--- src/rtl/rom_port_arb_if.sv ---
// Fetch/data request ports plus the single-port memory strobe bundle around rom_port_arb.
// slave = the arbiter; master = the core ports and the rom together.
interface rom_port_arb_if #(
   parameter int ADDR_W = 12
);
   // fetch port
   logic              if_req_i;
   logic [ADDR_W+2:0] if_addr_i;
   logic              if_gnt_o;
   logic              if_rvalid_o;
   logic [31:0]       if_rdata_o;

   // data port
   logic              d_req_i;
   logic              d_we_i;
   logic [3:0]        d_be_i;
   logic [ADDR_W+2:0] d_addr_i;
   logic [31:0]       d_wdata_i;
   logic              d_gnt_o;
   logic              d_rvalid_o;
   logic [31:0]       d_rdata_o;

   // memory side
   logic              mem_ceb_o;
   logic              mem_web_o;
   logic [63:0]       mem_bweb_o;
   logic [ADDR_W-1:0] mem_addr_o;
   logic [63:0]       mem_wdata_o;
   logic [63:0]       mem_rdata_i;

   modport slave (
      input  if_req_i, if_addr_i,
      output if_gnt_o, if_rvalid_o, if_rdata_o,
      input  d_req_i, d_we_i, d_be_i, d_addr_i, d_wdata_i,
      output d_gnt_o, d_rvalid_o, d_rdata_o,
      output mem_ceb_o, mem_web_o, mem_bweb_o, mem_addr_o, mem_wdata_o,
      input  mem_rdata_i
   );

   modport master (
      output if_req_i, if_addr_i,
      input  if_gnt_o, if_rvalid_o, if_rdata_o,
      output d_req_i, d_we_i, d_be_i, d_addr_i, d_wdata_i,
      input  d_gnt_o, d_rvalid_o, d_rdata_o,
      input  mem_ceb_o, mem_web_o, mem_bweb_o, mem_addr_o, mem_wdata_o,
      output mem_rdata_i
   );
endinterface

--- src/rtl/rom_port_arb.sv ---
// Round-robin fetch/data arbiter for the 64-bit single-port rom; combinational grant, read data 1 cycle later.
// Requests hold until granted; responses cannot be stalled and are dropped if rst hits before delivery.
module rom_port_arb #(
   parameter int ADDR_W = 12
) (
   input  logic          clk,
   input  logic          rst,
   rom_port_arb_if.slave bus
);

   logic if_gnt;
   logic d_gnt;
   logic d_wr;
   logic d_lane;

   // 1 = data port was granted last, so fetch wins the next conflict
   logic last_q;

   logic rsp_vld_q;
   logic rsp_owner_q;   // 0 = fetch, 1 = data
   logic rsp_lane_q;

   logic [31:0] rsp_word;
   logic        addr_lsb_unused;

   always_comb begin
      if_gnt = 1'b0;
      d_gnt  = 1'b0;
      if (!rst) begin
         if (bus.if_req_i && bus.d_req_i) begin
            if_gnt = last_q;
            d_gnt  = !last_q;
         end else begin
            if_gnt = bus.if_req_i;
            d_gnt  = bus.d_req_i;
         end
      end
   end

   assign d_wr   = d_gnt & bus.d_we_i;
   assign d_lane = bus.d_addr_i[2];

   always_comb begin
      bus.mem_bweb_o = '1;
      if (d_wr) begin
         for (int k = 0; k < 4; k++) begin
            if (bus.d_be_i[k]) begin
               if (d_lane)
                  bus.mem_bweb_o[32 + 8*k +: 8] = 8'h00;
               else
                  bus.mem_bweb_o[8*k +: 8] = 8'h00;
            end
         end
      end
   end

   assign bus.mem_ceb_o   = !(if_gnt | d_gnt);
   assign bus.mem_web_o   = !d_wr;
   assign bus.mem_addr_o  = if_gnt ? bus.if_addr_i[ADDR_W+2:3] : bus.d_addr_i[ADDR_W+2:3];
   assign bus.mem_wdata_o = {bus.d_wdata_i, bus.d_wdata_i};

   assign bus.if_gnt_o = if_gnt;
   assign bus.d_gnt_o  = d_gnt;

   always_ff @(posedge clk) begin
      if (rst) begin
         last_q      <= 1'b1;
         rsp_vld_q   <= 1'b0;
         rsp_owner_q <= 1'b0;
         rsp_lane_q  <= 1'b0;
      end else begin
         if (if_gnt)
            last_q <= 1'b0;
         else if (d_gnt)
            last_q <= 1'b1;
         rsp_vld_q   <= if_gnt | (d_gnt & !bus.d_we_i);
         rsp_owner_q <= d_gnt;
         rsp_lane_q  <= if_gnt ? bus.if_addr_i[2] : d_lane;
      end
   end

   // Gating with rst drops a response whose delivery cycle coincides with reset.
   assign rsp_word        = rsp_lane_q ? bus.mem_rdata_i[63:32] : bus.mem_rdata_i[31:0];
   assign bus.if_rvalid_o = rsp_vld_q & !rsp_owner_q & !rst;
   assign bus.d_rvalid_o  = rsp_vld_q & rsp_owner_q & !rst;
   assign bus.if_rdata_o  = rsp_word;
   assign bus.d_rdata_o   = rsp_word;

   assign addr_lsb_unused = ^{bus.if_addr_i[1:0], bus.d_addr_i[1:0]};

endmodule

--- src/flat_wrapper.sv ---
// flat-port wrapper written by rule: the top's interface ports become plain ports
module rom_port_arb_flat 
#(
   parameter int ADDR_W = 12
)
  (clk, rst, bus_if_req_i, bus_if_addr_i, bus_if_gnt_o, bus_if_rvalid_o, bus_if_rdata_o, bus_d_req_i, bus_d_we_i, bus_d_be_i, bus_d_addr_i, bus_d_wdata_i, bus_d_gnt_o, bus_d_rvalid_o, bus_d_rdata_o, bus_mem_ceb_o, bus_mem_web_o, bus_mem_bweb_o, bus_mem_addr_o, bus_mem_wdata_o, bus_mem_rdata_i);
  rom_port_arb_if #(.ADDR_W(ADDR_W)) bus_i ();
  input  logic clk;
  input  logic rst;
  input wire logic [$bits(bus_i.if_req_i)-1:0] bus_if_req_i;
  input wire logic [$bits(bus_i.if_addr_i)-1:0] bus_if_addr_i;
  output wire logic [$bits(bus_i.if_gnt_o)-1:0] bus_if_gnt_o;
  output wire logic [$bits(bus_i.if_rvalid_o)-1:0] bus_if_rvalid_o;
  output wire logic [$bits(bus_i.if_rdata_o)-1:0] bus_if_rdata_o;
  input wire logic [$bits(bus_i.d_req_i)-1:0] bus_d_req_i;
  input wire logic [$bits(bus_i.d_we_i)-1:0] bus_d_we_i;
  input wire logic [$bits(bus_i.d_be_i)-1:0] bus_d_be_i;
  input wire logic [$bits(bus_i.d_addr_i)-1:0] bus_d_addr_i;
  input wire logic [$bits(bus_i.d_wdata_i)-1:0] bus_d_wdata_i;
  output wire logic [$bits(bus_i.d_gnt_o)-1:0] bus_d_gnt_o;
  output wire logic [$bits(bus_i.d_rvalid_o)-1:0] bus_d_rvalid_o;
  output wire logic [$bits(bus_i.d_rdata_o)-1:0] bus_d_rdata_o;
  output wire logic [$bits(bus_i.mem_ceb_o)-1:0] bus_mem_ceb_o;
  output wire logic [$bits(bus_i.mem_web_o)-1:0] bus_mem_web_o;
  output wire logic [$bits(bus_i.mem_bweb_o)-1:0] bus_mem_bweb_o;
  output wire logic [$bits(bus_i.mem_addr_o)-1:0] bus_mem_addr_o;
  output wire logic [$bits(bus_i.mem_wdata_o)-1:0] bus_mem_wdata_o;
  input wire logic [$bits(bus_i.mem_rdata_i)-1:0] bus_mem_rdata_i;
  assign bus_i.if_req_i = bus_if_req_i;
  assign bus_i.if_addr_i = bus_if_addr_i;
  assign bus_if_gnt_o = bus_i.if_gnt_o;
  assign bus_if_rvalid_o = bus_i.if_rvalid_o;
  assign bus_if_rdata_o = bus_i.if_rdata_o;
  assign bus_i.d_req_i = bus_d_req_i;
  assign bus_i.d_we_i = bus_d_we_i;
  assign bus_i.d_be_i = bus_d_be_i;
  assign bus_i.d_addr_i = bus_d_addr_i;
  assign bus_i.d_wdata_i = bus_d_wdata_i;
  assign bus_d_gnt_o = bus_i.d_gnt_o;
  assign bus_d_rvalid_o = bus_i.d_rvalid_o;
  assign bus_d_rdata_o = bus_i.d_rdata_o;
  assign bus_mem_ceb_o = bus_i.mem_ceb_o;
  assign bus_mem_web_o = bus_i.mem_web_o;
  assign bus_mem_bweb_o = bus_i.mem_bweb_o;
  assign bus_mem_addr_o = bus_i.mem_addr_o;
  assign bus_mem_wdata_o = bus_i.mem_wdata_o;
  assign bus_i.mem_rdata_i = bus_mem_rdata_i;
  rom_port_arb #(.ADDR_W(ADDR_W)) u_core (.clk(clk), .rst(rst), .bus(bus_i));
endmodule
--- config.mk ---
export PLATFORM = sky130hd
export DESIGN_NAME = rom_port_arb_flat
export DESIGN_NICKNAME = d
export VERILOG_FILES = /design/src/rtl/rom_port_arb_if.sv /design/src/rtl/rom_port_arb.sv /design/src/flat_wrapper.sv
export SDC_FILE = /design/constraint.sdc
export NUM_CORES = 1
export LEC_CHECK = 0
export BUFFER_PORTS_ARGS = -buffer_cell sky130_fd_sc_hd__buf_2
export CORE_AREA = 2 2 133 135
export CTS_CLUSTER_SIZE = 8
export DETAILED_ROUTE_END_ITERATION = 6
export DIE_AREA = 0 0 135 137
export PLACE_DENSITY = 0.43
export SYNTH_ARGS = -nofsm -noshare
export SYNTH_HDL_FRONTEND = slang
export SYNTH_SLANG_ARGS = --single-unit
--- constraint.sdc ---
create_clock -name clk -period 1.19 [get_ports clk]
set_input_delay 0 -clock clk [delete_from_list [all_inputs] [get_ports clk]]
set_output_delay 0 -clock clk [all_outputs]
set_load 0.02 [all_outputs]
Word level (Yosys, flattened, before mapping) --
Index checks and enable logic that the tools add are counted.
Cells by class: reductions and logical operators 8, mux-type cells 20, bitwise logic cells 8
Operators by type and width (count):
- $mux W8 | 10
- $mux W64 | 1
- $mux W32 | 1
- $mux W12 | 1
- $mux W1 | 7
- $and A1 B1 Y1 | 6
- $logic_not A1 Y1 | 6
- $or A1 B1 Y1 | 2
- $reduce_bool A2 Y1 | 1
- $logic_and A1 B1 Y1 | 1
Word-level totals: output and inout port bits 210, flip-flop bits (word level) 4, input port bits 135, word-level logic and storage cells 40

Logic depth before layout (Yosys ltp) --
depth after elaboration 5, mapped depth 4, gate-level depth less buffers 3

Worst setup path after synthesis --
OpenSTA, ideal clock, no wires.
path type reg2out, start point register u_core.rsp_lane_q, end point output bus_if_rdata_o[4], required time 1.190 ns, data arrival time 1.304 ns, path slack -0.114 ns, cell stages (with the launch flop) 5, buffers on the path 3, path through dfxtp_1 clkbuf_1 buf_2 mux2_1 buf_4
Between the ends: word-level cells in the longest chain between the ends 1
RTL lines:
- from (decl) | line rom_port_arb.sv:21 | logic rsp_lane_q;
- from (signal assigned) | line rom_port_arb.sv:78 | rsp_lane_q <= if_gnt ? bus.if_addr_i[2] : d_lane;
- $mux W32 | line rom_port_arb.sv:83 | assign rsp_word = rsp_lane_q ? bus.mem_rdata_i[63:32] : bus.mem_rdata_i[31:0];
- to (decl) | line flat_wrapper.sv:14 | output wire logic [$bits(bus_i.if_rdata_o)-1:0] bus_if_rdata_o;
Every way passes these cells.

Worst setup path in the final report --
start point register u_core.rsp_lane_q, end point output bus_if_rdata_o[1]
Same word-level chain as after synthesis.

==> impl_metrics.env <==
export IMPL_status="finished with violations"
export IMPL_violations="negative setup slack"
export IMPL_setup_viol=142
export IMPL_slew_headroom_pct=86.1
export IMPL_vias=1775
export IMPL_period_share_pct=116
export IMPL_die_w_um=135
export IMPL_grt_pass1_wl_um=7830
export IMPL_antenna_found_initial=0
export IMPL_p_int_mw=1.29
export IMPL_whs_path_depth=0
export IMPL_seqPwrFrac_pct=7.6
export IMPL_multi_input_area_um2=888
export IMPL_setup_slack_ns=-0.192
export IMPL_clock_sinks=4
export IMPL_drt_pass1_iter_count=4
export IMPL_drt_vias_per_instance=3.19
export IMPL_clk_pin_slew_ns=0.03
export IMPL_hold_path_class="in -> out"
export IMPL_p_clk_share_pct=25.0
export IMPL_yosysUniqueCellTypes=22
export IMPL_drc_errors=0
export IMPL_cts_root_buf="clkbuf_16"
export IMPL_final_util_pct=18.8
export IMPL_grt_pass1_vias=1518
export IMPL_worstPathRequired_ns=1.19
export IMPL_power_frac_comb_pct=67.5
export IMPL_place_congestion=0.712
export IMPL_start_kind="flip-flop"
export IMPL_worst_hold_slack_ns=0.0000113
export IMPL_worstReg2RegStart="u_core.last_q"
export IMPL_p_leak_nw=1.62
export IMPL_finalSetupTns_ns=-18.82
export IMPL_register_area_um2=85.1
export IMPL_holdPathEnd="bus_mem_wdata_o[3]"
export IMPL_reg2reg_slack_ns=-0.03
export IMPL_initial_core_util_pct=11.4
export IMPL_port_buffers=244
export IMPL_overflow=0
export IMPL_layout_nets=469
export IMPL_post_place_ws_ns=-0.0741
export IMPL_cts_buffer_depth=2
export IMPL_fill_cells=1906
export IMPL_track_usage_pct=5.28
export IMPL_cts_max_level=1
export IMPL_finClkSkew_ns=0.000603
export IMPL_r2r_cells=4
export IMPL_ys_seq_elements=4
export IMPL_fmax_ghz=0.724
export IMPL_yosys_warnings=0
export IMPL_rsz0062_at_grt="yes"
export IMPL_insertion_delay_ns=0.22
export IMPL_final_hold_violation_count=0
export IMPL_cts_buffers=3
export IMPL_worstMarginPinSlew_ns=0.209
export IMPL_dp_hpwl_um=4900
export IMPL_max_vdd_ir_drop_mv=0.251
export IMPL_synthCells=231
export IMPL_critPathMaxFanout=16
export IMPL_end_kind="output port"
export IMPL_drv_slew=0
export IMPL_initialDrtViolationCount=58
export IMPL_path_class="reg -> out"
export IMPL_cts_tree="yes"
export IMPL_syn_avg_cell_area_um2=8.43
export IMPL_ant_nets=0
export IMPL_routedWlPerCell_um=12.1
export IMPL_rows=48
export IMPL_swShare_pct=38.8
export IMPL_min_period_ns=1.38
export IMPL_area_delta_synth_final_pct=64.5
export IMPL_power_density_nw_per_um2=656
export IMPL_grt_max_degree=33
export IMPL_hold_start="bus_d_wdata_i[3]"
export IMPL_postPlaceCellArea_um2=2310
export IMPL_fin_area_um2=3200
export IMPL_yosysSeqAreaShare_pct=4.11
export IMPL_dieArea_um2=18500
export IMPL_ioPinCount=345
export IMPL_timing_rr_end="u_core.rsp_lane_q"
export IMPL_syn_area_um2=1950
export IMPL_drive_above_1_share_pct=95.5
export IMPL_die_y_um=137
export IMPL_core_area_um2=17100
export IMPL_drt_total_wl_um=6730
export IMPL_drv_cap=0
export IMPL_diodes=0
export IMPL_p_sw_mw=0.815
export IMPL_synthesis_nets=366
export IMPL_crit_arrival_ns=1.38
==> layout by cell type (no fill, tap or decap), types with 3 or more instances in the layout <==
master	netlist	routed
buf_4	152	3
clkbuf_16	0	5
a21oi_1	3	3
nand2_8	0	3
mux2_2	35	17
buf_6	1	82
mux2_4	8	28
buf_2	3	164
==> registers in the layout, indices dropped and copies added (netlist names) <==
| name | flops |
|---|---|
| u_core.rsp_vld_q | 1 |
| u_core.rsp_owner_q | 1 |
| u_core.last_q | 1 |
| u_core.rsp_lane_q | 1 |
==> cell families (layout without fill, tap and decap cells) <==
kind of cell,after synthesis,count (layout),synth area share (%)
buffers and inverters,159,259,60.5
multiplexers,45,45,27.6
AND/OR/NAND/NOR,18,19,6.42
AO/OA/AOI/OAI,5,5,1.41
flip-flops,4,4,4.11
==> cell usage after synthesis <==
master / instances / area share (%)
buf_4: 152 / 59
mux2_2: 35 / 20
mux2_4: 8 / 6.2
nand2_1: 5 / 0.96
dfxtp_1: 4 / 4.1
nand3_1: 4 / 1.0
a21oi_1: 3 / 0.77
buf_2: 3 / 0.77
inv_1: 2 / 0.39
mux2_1: 2 / 1.2
nand2b_1: 2 / 0.64
and3b_1: 1 / 0.45
and4b_1: 1 / 0.51
and4bb_2: 1 / 0.64
buf_6: 1 / 0.58
clkbuf_1: 1 / 0.19
nand2b_2: 1 / 0.45
nand3b_4: 1 / 1.0
nor2b_1: 1 / 0.32
nor3b_1: 1 / 0.39
o21ai_0: 1 / 0.26
o21bai_1: 1 / 0.39
==> power groups by stage <==
stage               clock [mW]  combinational (mW)  sequential (mW)
finish                   0.525                1.42            0.159
global route             0.543                1.50            0.162
CTS                      0.535                1.18            0.151
global placement             0                1.10            0.151
detailed placement           0                1.09            0.152
floorplan                    0                1.13            0.150
==> metrics by stage <==
step / cells / power (mW)
after floorplan: 231 / 1.28
after global placement: 546 / 1.25
after detailed placement: 546 / 1.24
after CTS: 552 / 1.86
after global routing: 557 / 2.20
final: 557 / 2.10
==> area by class of cell <==
class,instances,share of cell area (%)
Sequential cell,4,2.66
Timing Repair Buffer,254,58.3
Inverter,2,0.234
Multi-Input combinational cell,69,27.7
Tap cell,225,8.79
Clock buffer,3,2.34
==> routing by layer <==
layer  part of all wire [%]  wire length [um]  vias to the layer above  GRT usage (%)
met4                   0.33                22                        0           1.10
met2                     51              3420                      183           8.60
met1                     37              2460                      786           6.51
met5                      0                 0                        -              0
met3                     12               833                        4           2.26
li1                       -                 -                      802              -
==> worst max-delay path, cell delays in order, from the launching register on <==
cell and delay, ns:
dfxtp_4 0.41, clkbuf_16 0.21, mux2_2 0.36, buf_2 0.16
==> worst max-delay path by stage <==
| stage | startpoint | endpoint | depth (start not counted) |
|---|---|---|---|
| after floorplan | u_core.last_q | bus_mem_bweb_o[33] | 4 |
| after global placement | u_core.last_q | bus_mem_addr_o[10] | 4 |
| after detailed placement | u_core.last_q | bus_mem_addr_o[0] | 4 |
| after CTS | u_core.last_q | bus_mem_addr_o[0] | 4 |
| after global routing | u_core.last_q | bus_mem_addr_o[1] | 4 |
| final | u_core.rsp_lane_q | bus_if_rdata_o[1] | 3 |
==> repair_timing <==
action                                  CTS  global route
endpoints found under the setup margin  142           142
resized for setup                        82           127
pin swaps                                 5             6
buffers inserted                          2             3
hold buffers                              1             0
gates cloned                              1             2
endpoints found under the hold margin     1             0
(Power assumes the default switching activity.)
